[config.mk]
export PLATFORM = sky130hd
export DESIGN_NAME = writeback_arbiter
export DESIGN_NICKNAME = d
export VERILOG_FILES = /design/src/rtl/wb_pkg.sv /design/src/rtl/wb_fifo.sv /design/src/rtl/writeback_arbiter.sv
export SDC_FILE = /design/constraint.sdc
export NUM_CORES = 1
export LEC_CHECK = 0
export ABC_AREA = 0
export ABC_CLOCK_PERIOD_IN_PS = 4870
export BUFFER_PORTS_ARGS = -buffer_cell sky130_fd_sc_hd__buf_2
export CAP_MARGIN = 20
export CORE_MARGIN = 2
export CORE_UTILIZATION = 57
export CTS_BUF_LIST = sky130_fd_sc_hd__clkbuf_2 sky130_fd_sc_hd__clkbuf_4 sky130_fd_sc_hd__clkbuf_8
export DETAILED_ROUTE_END_ITERATION = 6
export PLACE_DENSITY = 0.83
export SLEW_MARGIN = 20
export SYNTH_ARGS = -nofsm -noshare
export SYNTH_HDL_FRONTEND = slang
export SYNTH_SLANG_ARGS = --single-unit
[constraint.sdc]
create_clock -name clk -period 4.87 [get_ports clk]
set_input_delay 0.487 -clock clk [delete_from_list [all_inputs] [get_ports clk]]
set_output_delay 0.487 -clock clk [all_outputs]
set_load 0.02 [all_outputs]
[src/rtl/wb_pkg.sv]
// Shared write-back definitions: default widths, the hard-wired zero register,
// and the arbitration source encoding.
package wb_pkg;

  localparam int DATA_W_DEF = 32;
  localparam int ADDR_W_DEF = 5;
  localparam int unsigned REG_ZERO = 0;

  typedef enum logic [2:0] {
    SRC_NONE,
    SRC_DRAIN,
    SRC_MEM,
    SRC_FIFO,
    SRC_ALU
  } wb_src_e;

endpackage

[src/rtl/wb_fifo.sv]
// Small synchronous FIFO for buffered ALU results; exposes every slot's address
// and occupancy so hazard logic can search pending writes.
module wb_fifo import wb_pkg::*; #(
  parameter int DATA_W = DATA_W_DEF,
  parameter int ADDR_W = ADDR_W_DEF,
  parameter int DEPTH  = 2
) (
  input  logic                           clk,
  input  logic                           rst,
  input  logic                           push,
  input  logic [ADDR_W-1:0]              push_addr,
  input  logic [DATA_W-1:0]              push_data,
  input  logic                           pop,
  output logic [ADDR_W-1:0]              head_addr,
  output logic [DATA_W-1:0]              head_data,
  output logic                           full,
  output logic                           empty,
  output logic [$clog2(DEPTH):0]         count,
  output logic [DEPTH-1:0]               ent_vld,
  output logic [DEPTH-1:0][ADDR_W-1:0]   ent_addr
);

  localparam int PTR_W = $clog2(DEPTH);

  logic [ADDR_W-1:0] addr_q [DEPTH];
  logic [ADDR_W-1:0] addr_d [DEPTH];
  logic [DATA_W-1:0] data_q [DEPTH];
  logic [DATA_W-1:0] data_d [DEPTH];
  logic [PTR_W-1:0]  rd_ptr_q, rd_ptr_d;
  logic [PTR_W-1:0]  wr_ptr_q, wr_ptr_d;
  logic [PTR_W:0]    count_q, count_d;
  logic              do_push, do_pop;

  assign full      = (count_q == (PTR_W+1)'(DEPTH));
  assign empty     = (count_q == '0);
  assign count     = count_q;
  assign head_addr = addr_q[rd_ptr_q];
  assign head_data = data_q[rd_ptr_q];

  // A push into a full FIFO only lands when the head leaves in the same cycle.
  assign do_push = push & (~full | pop);
  assign do_pop  = pop & ~empty;

  always_comb begin
    addr_d   = addr_q;
    data_d   = data_q;
    rd_ptr_d = rd_ptr_q;
    wr_ptr_d = wr_ptr_q;
    count_d  = count_q;
    if (do_push) begin
      addr_d[wr_ptr_q] = push_addr;
      data_d[wr_ptr_q] = push_data;
      wr_ptr_d         = wr_ptr_q + 1'b1;
    end
    if (do_pop) begin
      rd_ptr_d = rd_ptr_q + 1'b1;
    end
    if (do_push && !do_pop) begin
      count_d = count_q + 1'b1;
    end else if (!do_push && do_pop) begin
      count_d = count_q - 1'b1;
    end
  end

  // Slot i is live when its distance from the head is below the fill count.
  always_comb begin
    for (int i = 0; i < DEPTH; i++) begin
      ent_vld[i]  = ({1'b0, PTR_W'(i) - rd_ptr_q} < count_q);
      ent_addr[i] = addr_q[i];
    end
  end

  always_ff @(posedge clk or posedge rst) begin
    if (rst) begin
      for (int i = 0; i < DEPTH; i++) begin
        addr_q[i] <= '0;
        data_q[i] <= '0;
      end
      rd_ptr_q <= '0;
      wr_ptr_q <= '0;
      count_q  <= '0;
    end else begin
      addr_q   <= addr_d;
      data_q   <= data_d;
      rd_ptr_q <= rd_ptr_d;
      wr_ptr_q <= wr_ptr_d;
      count_q  <= count_d;
    end
  end

endmodule

[src/rtl/writeback_arbiter.sv]
// Register-file write-port arbiter: mem beats buffered ALU results, with a
// starvation guard that forces the ALU buffer to drain; write controls are registered.
module writeback_arbiter import wb_pkg::*; #(
  parameter int DATA_W       = DATA_W_DEF,
  parameter int ADDR_W       = ADDR_W_DEF,
  parameter int FIFO_DEPTH   = 2,
  parameter int STARVE_LIMIT = 4
) (
  input  logic              clk,
  input  logic              rst,
  input  logic              alu_valid,
  output logic              alu_ready,
  input  logic [ADDR_W-1:0] alu_addr,
  input  logic [DATA_W-1:0] alu_data,
  input  logic              mem_valid,
  output logic              mem_ready,
  input  logic [ADDR_W-1:0] mem_addr,
  input  logic [DATA_W-1:0] mem_data,
  output logic              RegWrite,
  output logic [ADDR_W-1:0] addrW_reg,
  output logic [DATA_W-1:0] write_reg,
  input  logic [ADDR_W-1:0] chk_addr,
  output logic              chk_hit,
  output logic              busy
);

  localparam int SV_W = $clog2(STARVE_LIMIT + 1);
  localparam logic [SV_W-1:0] STARVE_MAX = SV_W'(STARVE_LIMIT);

  logic                             fifo_push, fifo_pop;
  logic                             fifo_full, fifo_empty;
  logic [$clog2(FIFO_DEPTH):0]      fifo_count;
  logic [ADDR_W-1:0]                head_addr;
  logic [DATA_W-1:0]                head_data;
  logic [FIFO_DEPTH-1:0]            ent_vld;
  logic [FIFO_DEPTH-1:0][ADDR_W-1:0] ent_addr;

  wb_src_e           sel;
  logic              drain;
  logic [ADDR_W-1:0] win_addr;
  logic [DATA_W-1:0] win_data;
  logic [SV_W-1:0]   starve_q, starve_d;
  logic              reg_write_q, reg_write_d;
  logic [ADDR_W-1:0] addr_w_q, addr_w_d;
  logic [DATA_W-1:0] write_q, write_d;
  logic              hit;

  wb_fifo #(
    .DATA_W (DATA_W),
    .ADDR_W (ADDR_W),
    .DEPTH  (FIFO_DEPTH)
  ) u_fifo (
    .clk       (clk),
    .rst       (rst),
    .push      (fifo_push),
    .push_addr (alu_addr),
    .push_data (alu_data),
    .pop       (fifo_pop),
    .head_addr (head_addr),
    .head_data (head_data),
    .full      (fifo_full),
    .empty     (fifo_empty),
    .count     (fifo_count),
    .ent_vld   (ent_vld),
    .ent_addr  (ent_addr)
  );

  always_comb begin
    sel      = SRC_NONE;
    win_addr = '0;
    win_data = '0;
    drain    = (starve_q == STARVE_MAX) & ~fifo_empty;
    if (drain) begin
      sel      = SRC_DRAIN;
      win_addr = head_addr;
      win_data = head_data;
    end else if (mem_valid) begin
      sel      = SRC_MEM;
      win_addr = mem_addr;
      win_data = mem_data;
    end else if (!fifo_empty) begin
      sel      = SRC_FIFO;
      win_addr = head_addr;
      win_data = head_data;
    end else if (alu_valid) begin
      sel      = SRC_ALU;
      win_addr = alu_addr;
      win_data = alu_data;
    end

    mem_ready = ~rst & ~drain;
    alu_ready = ~rst & ~fifo_full;
    fifo_pop  = (sel == SRC_DRAIN) || (sel == SRC_FIFO);
    fifo_push = alu_valid & alu_ready & (sel != SRC_ALU);

    // r0 still consumes the slot; only the enable is suppressed.
    reg_write_d = (sel != SRC_NONE) && (32'(win_addr) != REG_ZERO);
    addr_w_d    = addr_w_q;
    write_d     = write_q;
    if (sel != SRC_NONE) begin
      addr_w_d = win_addr;
      write_d  = win_data;
    end

    starve_d = starve_q;
    if (fifo_pop || !fifo_full) begin
      starve_d = '0;
    end else if (sel == SRC_MEM && starve_q != STARVE_MAX) begin
      starve_d = starve_q + 1'b1;
    end
  end

  always_comb begin
    hit = reg_write_q && (addr_w_q == chk_addr);
    for (int i = 0; i < FIFO_DEPTH; i++) begin
      if (ent_vld[i] && ent_addr[i] == chk_addr) hit = 1'b1;
    end
    chk_hit = hit && (32'(chk_addr) != REG_ZERO);
  end

  always_ff @(posedge clk or posedge rst) begin
    if (rst) begin
      starve_q    <= '0;
      reg_write_q <= 1'b0;
      addr_w_q    <= '0;
      write_q     <= '0;
    end else begin
      starve_q    <= starve_d;
      reg_write_q <= reg_write_d;
      addr_w_q    <= addr_w_d;
      write_q     <= write_d;
    end
  end

  assign RegWrite  = reg_write_q;
  assign addrW_reg = addr_w_q;
  assign write_reg = write_q;
  assign busy      = (fifo_count != '0) | reg_write_q;

endmodule

==> flow_summary.toml <==
[sta]
worst_hold_slack_ps = 187
min_period_ps = 2560
rsz0062_at_grt = "no"
fmaxAchievable_ghz = 0.390
worst_pin_slew_ps = 1010
slew_headroom_pct = 32.6
hold_viol_final = 0
fin_skew_ps = 10.7
setup_violations = 0
drv_slew = 0
period_share_pct = 52.6
finalSetupTns_ps = 0

[die]
die_h_um = 105
num_rows = 37
die_x_um = 105
core_area_mm2 = 0.0101
initial_core_util_pct = 57.8
pin_count = 125
die_area_mm2 = 0.0111

[critical_path]
regToRegSetupSlack_ps = 2430
required_ps = 4380
path_max_fanout = 34
timing.critical_path.arrival_ps = 2080
critPathBufInv = 1
crit_path_end_kind = "output pin"
r2r-start = "u_fifo.count[0]$_DFFE_PP0P_"
cp_slowest_stage_delay_ps = 620
setup.worst_path.class = "reg -> out"
crit_start = "u_fifo.count[0]$_DFFE_PP0P_"
crit_family = "simple AND/OR/NAND/NOR gates"
ff2ff_path_depth = 5
cp-start-kind = "flop"
critPathSlowestCell = "dfrtp_1"
worstReg2RegEnd = "write_reg[15]$_DFFE_PP0P_"
path_cells = "or2_1 -> and3_4 -> nor2_1 -> buf_2"

[power_and_ir_drop]
seq_power_share_pct = 41.6
p_clk_share_pct = 21.3
pwr-share-comb_pct = 37.2
power_leakage_nw = 3.23
power.switching_mw = 1.50
vdd_drop_max_v = 0.000253
intPower_mw = 2.84
switching_share_pct = 34.6
p_per_area_mw_per_mm2 = 636

[synthesis]
synthAdderAreaFrac_pct = 0.640
netlist_area_mm2 = 0.00586
synthTopCellsByArea = "dfrtp_1 51%, mux2_2 15%, mux2i_1 6.5%"
synth_top_family_by_area = "multiplexers"
synth-edff-count = 0
synthCells = 483
synth-main-ff-cell = "dfrtp_1"
synth-compound-area-share_pct = 13.7
ys_ff_latch = 119
ys_seq_area_share_pct = 50.8
synth.most_common_cell = "dfrtp_1"
ys_types = 39
yosys.area.top_type = "dfrtp_1"
async_flop_share_pct = 100
synth_top_area_share_pct = 50.8
yosys-top-cells-count = "119 x dfrtp_1, 76 x mux2_2, 40 x nor2_1"
yosys.area_share.xor_xnor_pct = 2.99
syn_area_per_cell_um2 = 12.1
muxShareOfSynthArea_pct = 21.1
synth-simple-area-share_pct = 6.15
syn_nets = 569
ys_warn_count = 0

[cts]
holdBufCountCts = 0
tritoncts = "yes"
path_clk_slew_ps = 70
cts-htree-levels = 4
clk_latency_ps = 430
cts_max_path_buffers = 2
clock-sinks = 119
cts-root-buf = "clkbuf_8"
ctsResizeCount = 0
cts_buffers = 17
cts_setup_buffers = 0

[run_status]
outcome = "finished clean"

[global_route]
antenna_found_initial = 0
track_usage_pct = 25.2
grt_first_pass_wirelength_um = 21600
grt_pass1_vias = 4422
grt_max_degree = 65
grt_overflow = 0

[flow_run]
drv_cap = 0

[final_layout]
fillerInstances = 772
areaGrowthSynthToFinish_pct = 16.6
num_antenna_cells = 0
drive_gt1_share_pct = 40.1
largest_register_ffs = 64
num-nets-final = 678

[routing]
vias_per_cell = 5.86
vias = 4320
drc = 0
wl_per_cell_um = 18.2
drt-total-wl_um = 13400
first_iter_violations = 240
ant_nets = 0
drt_pre_antenna_iters = 4

[placed_design]
portBuffers = 124
dp_hpwl_um = 8550
place.gp.congestion = 0.805

[worst_hold_path]
holdCritPathClass = "in -> async"
-- worst register-to-register path, stage by stage, from the launching register on --
cell and delay (ps):
dfrtp_1 540, nor4b_4 890, buf_4 400, a22oi_1 130, o22a_1 260, a21oi_1 150
-- logic make-up after synthesis --
logic type | after synthesis
adder cells (fa/ha/maj) | 3
AND/OR/NAND/NOR | 76
multiplexers | 114
XOR/XNOR | 20
AO/OA/AOI/OAI | 111
flip-flops | 119
buffers and inverters | 40
-- worst max path at each step --
stage,slack (ps),endpoint,cells past startpoint
2_1_floorplan,640,u_fifo.data_q[32]$_DFFE_PP0P_,6
3_5_place_dp,1940,u_fifo.count[1]$_DFFE_PP0P_,7
5_1_grt,2170,mem_ready,4
3_3_place_gp,2030,u_fifo.count[1]$_DFFE_PP0P_,7
4_1_cts,2340,mem_ready,4
6_report,2310,mem_ready,4
-- cell usage in the layout (no fill, tap or decap), types with 8 or more instances in the layout --
cell type  netlist  final
buf_2           13    124
dfrtp_1        119    118
nand2_1         14     14
a21oi_1         34     34
xor2_1          12     12
o22a_1          32     32
clkbuf_8         0     21
mux2_2          76     76
a22oi_1         35     35
nor2_1          40     40
xnor2_1          8      8
mux2i_1         38     38
-- power groups by stage --
stage | sequential (mW) | clock [mW] | combinational [mW]
4_1_cts | 1.80 | 0.940 | 1.62
2_1_floorplan | 1.88 | 0 | 1.12
3_5_place_dp | 1.81 | 0 | 1.61
3_3_place_gp | 1.77 | 0 | 1.55
5_1_grt | 1.86 | 0.986 | 1.75
6_report | 1.81 | 0.924 | 1.62
-- final cells by class --
cell class | instances | area [um2] | area share (%)
Sequential cell | 119 | 2980 | 43.6
Multi-Input combinational cell | 324 | 2620 | 38.4
Timing Repair Buffer | 127 | 643 | 9.41
Clock buffer | 24 | 312 | 4.56
Tap cell | 136 | 170 | 2.49
Clock inverter | 4 | 95.1 | 1.39
Inverter | 3 | 13.8 | 0.201
-- stage by stage --
step	util [%]	setup slack, ps	instance area (um2)	total power, mW	instances
final	67.4	2310	6830	4.35	737
after detailed placement	63.4	1940	6420	3.42	709
after floorplan	-	641	5860	3.00	483
after global placement	63.4	2030	6420	3.33	709
after global routing	67.4	2170	6830	4.60	737
after CTS	67.4	2340	6830	4.37	737
-- layer usage --
layer	vias up	GRT usage, %	part of all wire [%]
met2	145	41.8	51
li1	1980	-	-
met4	0	10.3	1.7
met1	2176	31.0	41
met5	-	0	0
met3	19	7.24	6.4
(Power assumes the default switching activity.)
